### config.mk
export PLATFORM = sky130hd
export DESIGN_NAME = lfsr_prng
export DESIGN_NICKNAME = d
export VERILOG_FILES = /design/src/rtl/lfsr_pkg.sv /design/src/rtl/lfsr_advance.sv /design/src/rtl/lfsr_prng.sv
export SDC_FILE = /design/constraint.sdc
export NUM_CORES = 1
export LEC_CHECK = 0
export BUFFER_PORTS_ARGS = -buffer_cell sky130_fd_sc_hd__buf_2
export CAP_MARGIN = 10
export CORE_ASPECT_RATIO = 0.7
export CORE_MARGIN = 2
export CORE_UTILIZATION = 50
export DETAILED_ROUTE_END_ITERATION = 16
export PLACE_DENSITY_LB_ADDON = 0.05
export SYNTH_ARGS = -nofsm -noshare
export SYNTH_HDL_FRONTEND = slang
export SYNTH_SLANG_ARGS = --single-unit
### constraint.sdc
create_clock -name clk -period 2.6 [get_ports clk]
set_clock_uncertainty 0.1 [all_clocks]
set_input_delay 0.65 -clock clk [delete_from_list [all_inputs] [get_ports clk]]
set_output_delay 0.65 -clock clk [all_outputs]
set_load 0.02 [all_outputs]
### src/rtl/lfsr_pkg.sv
// Shared types and helpers for the parametrised XNOR LFSR generator.
package lfsr_pkg;

  // Widest LFSR the step helper supports; callers zero-extend into it and truncate back.
  localparam int unsigned LFSR_MAX_W = 256;

  localparam logic [63:0] LFSR64_TAPS = 64'hD800_0000_0000_0000;

  typedef enum logic [1:0] {
    UNSEEDED = 2'd0,
    RUN      = 2'd1,
    LOCKED   = 2'd2
  } lfsr_state_e;

  // One XNOR shift step; upper bits beyond the caller's width must be zero.
  function automatic logic [LFSR_MAX_W-1:0] lfsr_step(
    input logic [LFSR_MAX_W-1:0] state,
    input logic [LFSR_MAX_W-1:0] taps
  );
    logic fb;
    fb = ~^(state & taps);
    return {state[LFSR_MAX_W-2:0], fb};
  endfunction

endpackage

### src/rtl/lfsr_advance.sv
// Combinational word advance: STEPS chained single-bit LFSR steps.
module lfsr_advance
  import lfsr_pkg::*;
#(
  parameter int unsigned     WIDTH = 64,
  parameter logic [WIDTH-1:0] TAPS = WIDTH'(LFSR64_TAPS),
  parameter int unsigned     STEPS = 1
) (
  input  logic [WIDTH-1:0] state,
  output logic [WIDTH-1:0] next_c
);

  logic [WIDTH-1:0] chain [STEPS+1];

  assign chain[0] = state;

  for (genvar g = 0; g < STEPS; g++) begin : g_step
    assign chain[g+1] = WIDTH'(lfsr_step(LFSR_MAX_W'(chain[g]), LFSR_MAX_W'(TAPS)));
  end

  assign next_c = chain[STEPS];

endmodule

### src/rtl/lfsr_prng.sv
// LFSR pseudo-random word source with seed handshake, valid/ready output and lockup guard.
module lfsr_prng
  import lfsr_pkg::*;
#(
  parameter int unsigned      WIDTH      = 64,
  parameter logic [WIDTH-1:0] TAPS       = WIDTH'(LFSR64_TAPS),
  parameter int unsigned      STEPS      = 1,
  parameter bit               AUTO_START = 1'b0,
  parameter logic [WIDTH-1:0] RESET_SEED = '0,
  parameter int unsigned      CNT_W      = 32
) (
  input  logic             clk,
  input  logic             reset,
  input  logic [WIDTH-1:0] seed,
  input  logic             seed_valid,
  output logic             seed_ready,
  output logic             seed_err,
  output logic [WIDTH-1:0] out_data,
  output logic             out_valid,
  input  logic             out_ready,
  output logic             lockup,
  output logic [CNT_W-1:0] word_cnt
);

  localparam lfsr_state_e FSM_RESET = AUTO_START ? RUN : UNSEEDED;

  lfsr_state_e      fsm_q, fsm_d;
  logic [WIDTH-1:0] lfsr_q, lfsr_d;
  logic [WIDTH-1:0] adv_c;
  logic [CNT_W-1:0] cnt_d;
  logic             err_d;
  logic             seed_ok, seed_bad, fire;

  lfsr_advance #(
    .WIDTH (WIDTH),
    .TAPS  (TAPS),
    .STEPS (STEPS)
  ) u_advance (
    .state  (lfsr_q),
    .next_c (adv_c)
  );

  assign seed_ready = 1'b1;
  assign seed_ok    = seed_valid && !(&seed);
  assign seed_bad   = seed_valid && (&seed);
  assign out_data   = lfsr_q;

  // Next-state: a valid seed always wins the state; otherwise a fire advances it.
  always_comb begin
    fsm_d  = fsm_q;
    lfsr_d = lfsr_q;
    cnt_d  = word_cnt;
    err_d  = seed_bad;
    fire   = 1'b0;
    case (fsm_q)
      RUN:      fire = out_ready;
      UNSEEDED: fire = 1'b0;
      LOCKED:   fire = 1'b0;
      default:  fire = 1'b0;
    endcase
    if (seed_ok) begin
      lfsr_d = seed;
      cnt_d  = '0;
      fsm_d  = RUN;
    end else if (fire) begin
      lfsr_d = adv_c;
      cnt_d  = word_cnt + CNT_W'(1);
      if (&adv_c) fsm_d = LOCKED;
    end
  end

  always_ff @(posedge clk or negedge reset) begin
    if (!reset) begin
      fsm_q     <= FSM_RESET;
      lfsr_q    <= RESET_SEED;
      word_cnt  <= '0;
      seed_err  <= 1'b0;
      out_valid <= AUTO_START;
      lockup    <= 1'b0;
    end else begin
      fsm_q     <= fsm_d;
      lfsr_q    <= lfsr_d;
      word_cnt  <= cnt_d;
      seed_err  <= err_d;
      out_valid <= (fsm_d == RUN);
      lockup    <= (fsm_d == LOCKED);
    end
  end

endmodule
==> results of run 1 <==
==> cell type report <==
type | count | share of cell area (%)
Timing Repair Buffer | 176 | 14.96
Clock inverter | 5 | 1.187
Sequential cell | 101 | 39.96
Multi-Input combinational cell | 370 | 37.23
Tap cell | 128 | 2.532
Inverter | 6 | 0.3561
Clock buffer | 10 | 3.778
==> state kept, by name, indices dropped and copies added, names as in the netlist <==
name and flops:
seed_err 1, out_valid 1, out_data 64, fsm_q 2, word_cnt 32, lockup 1
==> cells in the mapped netlist, drive strengths merged (6+ instances only) <==
cell | n | area, um2
buf | 20 | 110.1
nor4 | 12 | 142.6
nand2 | 78 | 292.8
clkbuf | 8 | 30.03
inv | 6 | 22.52
nor2 | 40 | 150.1
xor2 | 27 | 236.5
nand3 | 14 | 70.07
xnor2 | 7 | 61.31
mux2i | 63 | 630.6
nand4 | 47 | 306.5
dfrtp | 101 | 2527
o21ai | 64 | 320.3
==> per-layer routing <==
metal | global-route usage, % | share of wire [%] | vias to the layer above
met5 | 0 | 0 | -
met3 | 6.120 | 7.6 | 12
met1 | 38.87 | 49 | 2148
met2 | 34.82 | 42 | 169
li1 | - | - | 2107
met4 | 4.903 | 0.93 | 0
==> per-stage QoR <==
stage,utilization [%],hold WS (ns),cell area [um2]
floorplan,-,0.2544,5034
global placement,61.59,0.3958,6011
detailed placement,61.59,0.3968,6011
CTS,64.81,0.02722,6325
global route,64.81,0.02677,6325
finish,64.81,0.03430,6325
==> power by group <==
| part | total [mW] | internal (mW) | switching [mW] |
|---|---|---|---|
| Clock | 1.43 | 0.859 | 0.567 |
| Sequential | 1.81 | 1.68 | 0.132 |
| Combinational | 0.639 | 0.239 | 0.400 |
==> worst register-to-register path, delay by kind of cell (launching register included) <==
family / cells / cell delay, ns
flip-flops: 1 / 0.42
AND/OR/NAND/NOR: 4 / 1.30
AO/OA/AOI/OAI: 1 / 0.24
==> kinds of logic after synthesis <==
logic type / after synthesis / share of synthesized area [%]
fa+ha+maj: 1 / 0.2485
xor+xnor: 34 / 5.916
flops: 101 / 50.21
simple gates: 200 / 20.26
compound gates: 71 / 7.532
other cells: 1 / 0.07450
buf+inv: 34 / 3.231
mux: 63 / 12.53
==> worst paths after layout <==
path,start,to,slack (ns),cells after the start
worst max-delay path,out_data[42],lockup,0.47,5
worst min-delay path,reset,out_data[12],0.03,1
worst max register to register,out_data[42],lockup,0.47,5
worst min register to register,word_cnt[14],word_cnt[14],0.46,2
max in group asynchronous,reset,word_cnt[25],1.76,2
min in group clk,seed_valid,fsm_q[1],0.41,2
==> results.md, run 1 <==
* Library cells used by synthesis at 33
* Final Max Slew Viols at 0
* Final Cycle Share at 81.88%
* Total gr overflow at 0
* Vias at 4,436
* CTS Buf Count at 9
* Clock Root Buffer: clkbuf_16
* Hold buffers post-CTS at 0
* WP data arrival at 2.29 ns
* Io pins at 168
* Syn Inst Count at 505
* Hold Path Class: in -> async
* Inst Count DP at 781
* P_leak at 3.168 nW
* Die width at 123.9 um
* FF+latch area at 2527 um2
* Worst EP required at 2.76 ns
* Core box area at 9759 um2
* Crit Path Class: reg -> reg
* Total power at 3.876 mW
* Cell row count at 30
* Setup TNS at 0 ns
* H-tree depth at 3
* Critical Path Slowest Stage Cell: nor4_1
* Initial antenna violation count at 0
* FF+latch count, synth at 101
* Antenna cell count at 0
* Initial Utilization at 51.58%
* Post-synth top flop: dfrtp_1
* Largest fanout on the critical path at 4
* Placer Congestion at 0.8688
* Area occupied by multi-input gates at 2355 um2
* Final Hold Fails at 0
* Syn avg cell area at 9.967 um2
* Number of max-cap violations at 0
* Total Nets Final at 733
* Post-CTS Resized at 0
* Die H at 87.95 um
* Unrepaired setup endpoints after global routing: false
* Crit path buffers/inverters at 0
* Synth-to-layout area growth at 25.65%
* Vias in the first global route at 3,850
* Final setup vio count at 0
* Peak supply drop at 0.3667 mV
* DRC at 0
* Worst setup EP type: flop
* Largest net degree at the start of global routing at 115
* Die area at 10,900 um2
* Most common cell after layout, fill and taps aside: buf_2
* Tot GR Track Use at 24.77%
* Startpoint types: flop
* Fraction of layout cells with a size suffix above 1 at 30.39%
* Port Buffers at 166
* CTS sink cnt at 101
* Post-synthesis net count at 574
* Clk slew on worst S/H paths at 0.07 ns
* Initial DRC Count at 388
* Synth warn at 0
* Slew margin rel. at 59.47%
* Wire length of the first global-routing pass at 20,300 um
* Critical-path cell list: nand4_1 > nor4_1 > nand4_1 > nor3_1 > a2bb2oi_1
* Async SR Flop Fraction at 100.0%
* Crit-path most repeated cell: nand4_1
* Sequential area share after synthesis at 50.21%
* Buffer count from post-CTS setup fixing at 0
* CP peak stage delay at 0.57 ns
* Outcome: complete, no violations
* Routed len/inst at 16.98 um
* # fillers at 812
* CTS tree: done
* Setup WS post-layout at 0.4710 ns
* Mapped Area at 5034 um2
* Min Tclk post-route at 2.129 ns
* Crit path max-delay family: simple AND/OR/NAND/NOR gates
* Dpl hpwl at 9899 um
* DR vias/cell at 5.573
* Final Non-Filler Cells at 796
* P per Cell Area at 612.8 nW/um2
* F_max at 469.7 MHz
* Post-synth EDFFs at 0
* CTS Buffer Depth at 2
* DP Worst Slack at 0.1388 ns
* Least-Margin Pin Slew at 0.6023 ns
* Most frequent cells in the layout: 165 x buf_2, 101 x dfrtp_1, 78 x nand2_1
* Worst-skew pair later-pin latency at 0.34 ns
* Drt first pass iters at 5
* Final WL at 13,520 um
* Routed Antenna Nets at 0
Note: power is estimated with default switching activity, not from simulation.
==> run 2, diff against run 1 <==
==> constraint.sdc (replaced) <==
create_clock -name clk -period 2.15 [get_ports clk]
set_clock_uncertainty 0.1 [all_clocks]
set_input_delay 0.5375 -clock clk [delete_from_list [all_inputs] [get_ports clk]]
set_output_delay 0.5375 -clock clk [all_outputs]
set_load 0.02 [all_outputs]
==> results.md, run 2 (synthesized netlist as in run 1, its figures left out) <==
* CTS Buffer Depth at 2
* Vias at 4,465
* Crit path max-delay family: simple AND/OR/NAND/NOR gates
* Buffer count from post-CTS setup fixing at 0
* Wire length of the first global-routing pass at 20,980 um
* Final Hold Fails at 0
* Critical-path cell list: nand3b_1 > buf_12 > nor3_1 > buf_4 > a2bb2oi_1
* Most common cell after layout, fill and taps aside: buf_2
* Hold buffers post-CTS at 0
* Initial Utilization at 51.58%
* Worst r2r src: fsm_q[1]
* Initial DRC Count at 326
* Worst setup EP type: flop
* Core box area at 9759 um2
* Least-Margin Pin Slew at 0.4969 ns
* Startpoint types: flop
* P per Cell Area at 707.5 nW/um2
* Crit path buffers/inverters at 2
* Outcome: complete, no violations
* Worst R2R Setup Slack at 0.19 ns
* DRC at 0
* R2R cell count at 5
* CTS Buf Count at 9
* Largest net degree at the start of global routing at 89
* Routed Antenna Nets at 0
* Final Max Slew Viols at 0
* WP data arrival at 2.12 ns
* Most frequent cells in the layout: 165 x buf_2, 101 x dfrtp_1, 78 x nand2_1
* F_max at 510.1 MHz
* DR vias/cell at 5.595
* Number of flip-flops in the largest register at 64
* Io pins at 168
* Crit Path Class: reg -> reg
* Placer Congestion at 0.8614
* DP Worst Slack at -0.07960 ns
* Vias in the first global route at 4,017
* Critical Path Slowest Stage Cell: dfrtp_1
* CTS sink cnt at 101
* Die area at 10,900 um2
* R2R Path End: lockup
* Die width at 123.9 um
* Placed Area at 6058 um2
* Slew margin rel. at 66.63%
* Synth-to-layout area growth at 25.78%
* Clock Root Buffer: clkbuf_16
* Worst EP required at 2.31 ns
* Final WL at 13,450 um
* CP peak stage delay at 0.40 ns
* Largest fanout on the critical path at 54
* Routed len/inst at 16.86 um
* Post-route cell area at 6331 um2
* Worst-skew pair later-pin latency at 0.34 ns
* Die H at 87.95 um
* Tot GR Track Use at 25.28%
* H-tree depth at 3
* Area occupied by multi-input gates at 2361 um2
* Hold slack at 0.02049 ns
* Fraction of layout cells with a size suffix above 1 at 30.60%
* Final setup vio count at 0
* Post-CTS Resized at 0
* Total power at 4.479 mW
* Cell row count at 30
* Clk slew on worst S/H paths at 0.06 ns
* CTS tree: done
* Antenna cell count at 0
* Dpl hpwl at 9854 um
* Drt first pass iters at 4
* Peak supply drop at 0.4438 mV
* Setup WS post-layout at 0.1896 ns
* FF+latch area at 2527 um2
* Initial antenna violation count at 0
* Setup TNS at 0 ns
* Port Buffers at 166
* Final Cycle Share at 91.18%
* P_leak at 3.170 nW
* Number of max-cap violations at 0
* Total gr overflow at 0
* Min Tclk post-route at 1.960 ns
* # fillers at 825
* Total Nets Final at 736
* Unrepaired setup endpoints after global routing: false
* Hold Path Class: in -> async
[run 2: cell count changes in the layout (fill, tap and decap cells not counted)]
cell	delta
buf_12	+2
bufinv_16	-2
buf_4	+1
clkbuf_1	+1
clkbuf_8	+1
clkinv_2	-1
nor4_1	-1
nor4_2	+1
[run 2: area by class of cell]
class                   count  area share [%]
repair buffers            179           15.69
clock inverters             2          0.1581
multi-input cells         370           37.29
inverters                   6          0.3557
clock buffers              12           4.051
flip-flops and latches    101           39.92
well taps                 128           2.530
[run 2: metal layers]
layer,routed length (um),GRT usage [%],up-vias
met3,863,5.534,9
met2,5908,35.76,146
met1,6588,39.34,2198
met4,90,6.333,0
li1,-,-,2112
met5,0,0,-
[run 2: power breakdown]
group,switching (mW),leakage [nW],internal (mW)
registers,0.163,1.28,2.03
logic,0.482,1.75,0.294
clock network,0.678,0.134,0.832
[run 2: stage by stage]
stage | util (%) | instances
after floorplan | - | 505
after global placement | 62.08 | 784
after detailed placement | 62.08 | 784
after CTS | 64.81 | 798
after global routing | 64.87 | 798
final | 64.87 | 798
[run 2: worst max-delay path by stage]
stage              from      endpoint  slack [ns]  cells after the start
2_1_floorplan  seed[33]  out_data[21]        0.23                      7
5_1_grt        fsm_q[1]  word_cnt[30]        0.06                      6
4_1_cts        fsm_q[1]  word_cnt[12]        0.18                      6
3_3_place_gp   seed[34]  out_data[10]       -0.04                      8
6_report       fsm_q[1]        lockup        0.19                      5
3_5_place_dp   seed[36]  out_data[16]       -0.08                      8
==> run 3, diff against run 2 <==
--- a/config.mk
+++ b/config.mk
@@ -14,4 +14,5 @@
 export PLACE_DENSITY_LB_ADDON = 0.05
 export SYNTH_ARGS = -nofsm -noshare
 export SYNTH_HDL_FRONTEND = slang
+export SYNTH_HIERARCHICAL = 1
 export SYNTH_SLANG_ARGS = --single-unit
==> results.md, run 3 <==
* Sequential area share after synthesis at 46.28%
* Worst EP required at 2.25 ns
* Placer Congestion at 0.8728
* Least-Margin Pin Slew at 0.5714 ns
* Count leader, synth: dfrtp_1
* Syn avg cell area at 9.482 um2
* Hold Path Class: in -> async
* Post-synthesis net count at 645
* Critical-path cell list: buf_2 > nand4_1 > nor4_1 > buf_4 > a41oi_4 > buf_12 > nand2_1 > o21ai_0
* Largest fanout on the critical path at 114
* Die width at 128.9 um
* Min Tclk post-route at 2.062 ns
* Routed len/inst at 17.30 um
* DRC at 0
* Syn Inst Count at 576
* Initial antenna violation count at 1
* Commonest cells post-synth: 101 x dfrtp_1, 76 x nand2_1, 66 x o21ai_0, 64 x buf_4, 64 x mux2i_1
* Wire length of the first global-routing pass at 22,590 um
* Final Max Slew Viols at 0
* CTS sink cnt at 101
* # fillers at 929
* Crit Path Class: in -> reg
* Port Buffers at 166
* Proportion of netlist area held by the largest area contributor at 46.28%
* DR vias/cell at 5.466
* Total power at 4.598 mW
* Fin util at 61.53%
* Hold buffers post-CTS at 0
* Number of max-cap violations at 0
* Critical Path Slowest Stage Cell: nor4_1
* Dpl hpwl at 10,320 um
* Initial Utilization at 52.15%
* Cell row count at 31
* P per Cell Area at 713.5 nW/um2
* CTS tree: done
* CP peak stage delay at 0.41 ns
* Setup WS post-layout at 0.08784 ns
* Worst-skew pair later-pin latency at 0.34 ns
* Synth warn at 6
* Final Cycle Share at 95.91%
* Initial DRC Count at 265
* Most common cell after layout, fill and taps aside: buf_2
* Drt first pass iters at 4
* Core box area at 10,470 um2
* Number of flip-flops in the largest register at 64
* Post-synth top area cell: dfrtp_1
* Slew margin rel. at 61.56%
* Total Nets Final at 751
* Total gr overflow at 0
* P_leak at 3.140 nW
* Library cells used by synthesis at 35
* Synth top area cells: dfrtp_1 46%, mux2i_1 12%, buf_4 8.8%
* Most frequent cells in the layout: 165 x buf_2, 101 x dfrtp_1, 76 x nand2_1
* Startpoint types: input pin
* Post-synth EDFFs at 0
* Unrepaired setup endpoints after global routing: false
* Post-synth top flop: dfrtp_1
* DP Worst Slack at -0.1884 ns
* Final setup vio count at 0
* Placed Area at 6102 um2
* CTS Buffer Depth at 2
* CTS Buf Count at 9
* Synth-to-layout area growth at 17.98%
* Post-route cell area at 6444 um2
* Final Hold Fails at 0
* Vias in the first global route at 4,235
* WP data arrival at 2.17 ns
* Mapped Area at 5461 um2
* Clock Root Buffer: clkbuf_16
* Vias at 4,477
* Clk slew on worst S/H paths at 0.07 ns
* Final Non-Filler Cells at 819
* Die area at 11,790 um2
* Fraction of layout cells with a size suffix above 1 at 31.15%
* Tot GR Track Use at 24.52%
* Io pins at 168
* F_max at 484.9 MHz
* Largest net degree at the start of global routing at 115
* Outcome: complete, no violations
* Async SR Flop Fraction at 100.0%
* Antenna cell count at 0
* Routed Antenna Nets at 0
* Worst setup EP type: flop
* FF+latch count, synth at 101
* Peak supply drop at 0.4415 mV
* Final WL at 14,170 um
* Die H at 91.44 um
* Inst Count DP at 802
* H-tree depth at 3
## run 3: path summary, 6_finish.rpt
| kind | startpoint | end | slack (ns) | depth (start not counted) |
|---|---|---|---|---|
| setup / recovery | seed[37] | out_data[3] | 0.09 | 8 |
| hold / removal | reset | out_data[35] | 0.13 | 2 |
| setup reg to reg | out_data[36] | lockup | 0.10 | 6 |
| hold reg to reg | word_cnt[10] | word_cnt[10] | 0.46 | 2 |
| max in group asynchronous | reset | out_data[63] | 1.37 | 2 |
| min in group clk | seed_valid | fsm_q[1] | 0.30 | 2 |
## run 3: final cells by class
type	instances	area (um2)	area share, %
Sequential cell	101	2527	39.22
Multi-Input combinational cell	372	2365	36.70
Timing Repair Buffer	190	1064	16.50
Clock buffer	10	229.0	3.553
Tap cell	132	165.2	2.563
Clock inverter	6	63.81	0.9903
Inverter	8	30.03	0.4660
## run 3: stage by stage
step | hold WS, ns | TNS (ns)
global route | 0.1908 | 0
CTS | 0.1768 | 0
finish | 0.1319 | 0
floorplan | 0.1419 | 0
detailed placement | 0.4543 | -9.929
global placement | 0.4432 | -7.119
## run 3: worst max-delay path: cells and delay by family
kind | cells | cell delay, ns
compound gates | 2 | 0.25
simple gates | 3 | 0.67
buf+inv | 3 | 0.61
## run 3: power breakdown
part	leakage, nW	total [mW]	internal [mW]	switching [mW]
Clock	0.138	1.62	0.901	0.718
Sequential	1.28	2.19	2.03	0.156
Combinational	1.72	0.792	0.304	0.488
## run 3: cells by family (layout without fill, tap and decap cells)
logic type / Yosys count / in the layout / share of synthesized area [%]
adder cells (fa/ha/maj): 1 / 1 / 0.2291
AO/OA/AOI/OAI: 74 / 74 / 7.079
XOR/XNOR: 32 / 32 / 5.132
multiplexers: 64 / 64 / 11.73
buffers and inverters: 103 / 214 / 11.52
flip-flops: 101 / 101 / 46.28
AND/OR/NAND/NOR: 200 / 200 / 17.96
other: 1 / 1 / 0.06866
## run 3: per-layer routing
layer / GRT usage (%) / vias up / routed length [um]
met1: 38.03 / 2145 / 7094
met5: 0 / - / 13
met4: 5.797 / 2 / 124
met3: 5.893 / 14 / 995
met2: 34.30 / 159 / 5942
li1: - / 2157 / -
## run 3: repair_timing
item | CTS | global route
setup endpoints to repair | 0 | 3
gates resized for setup | 0 | 7
setup buffers | 0 | 1
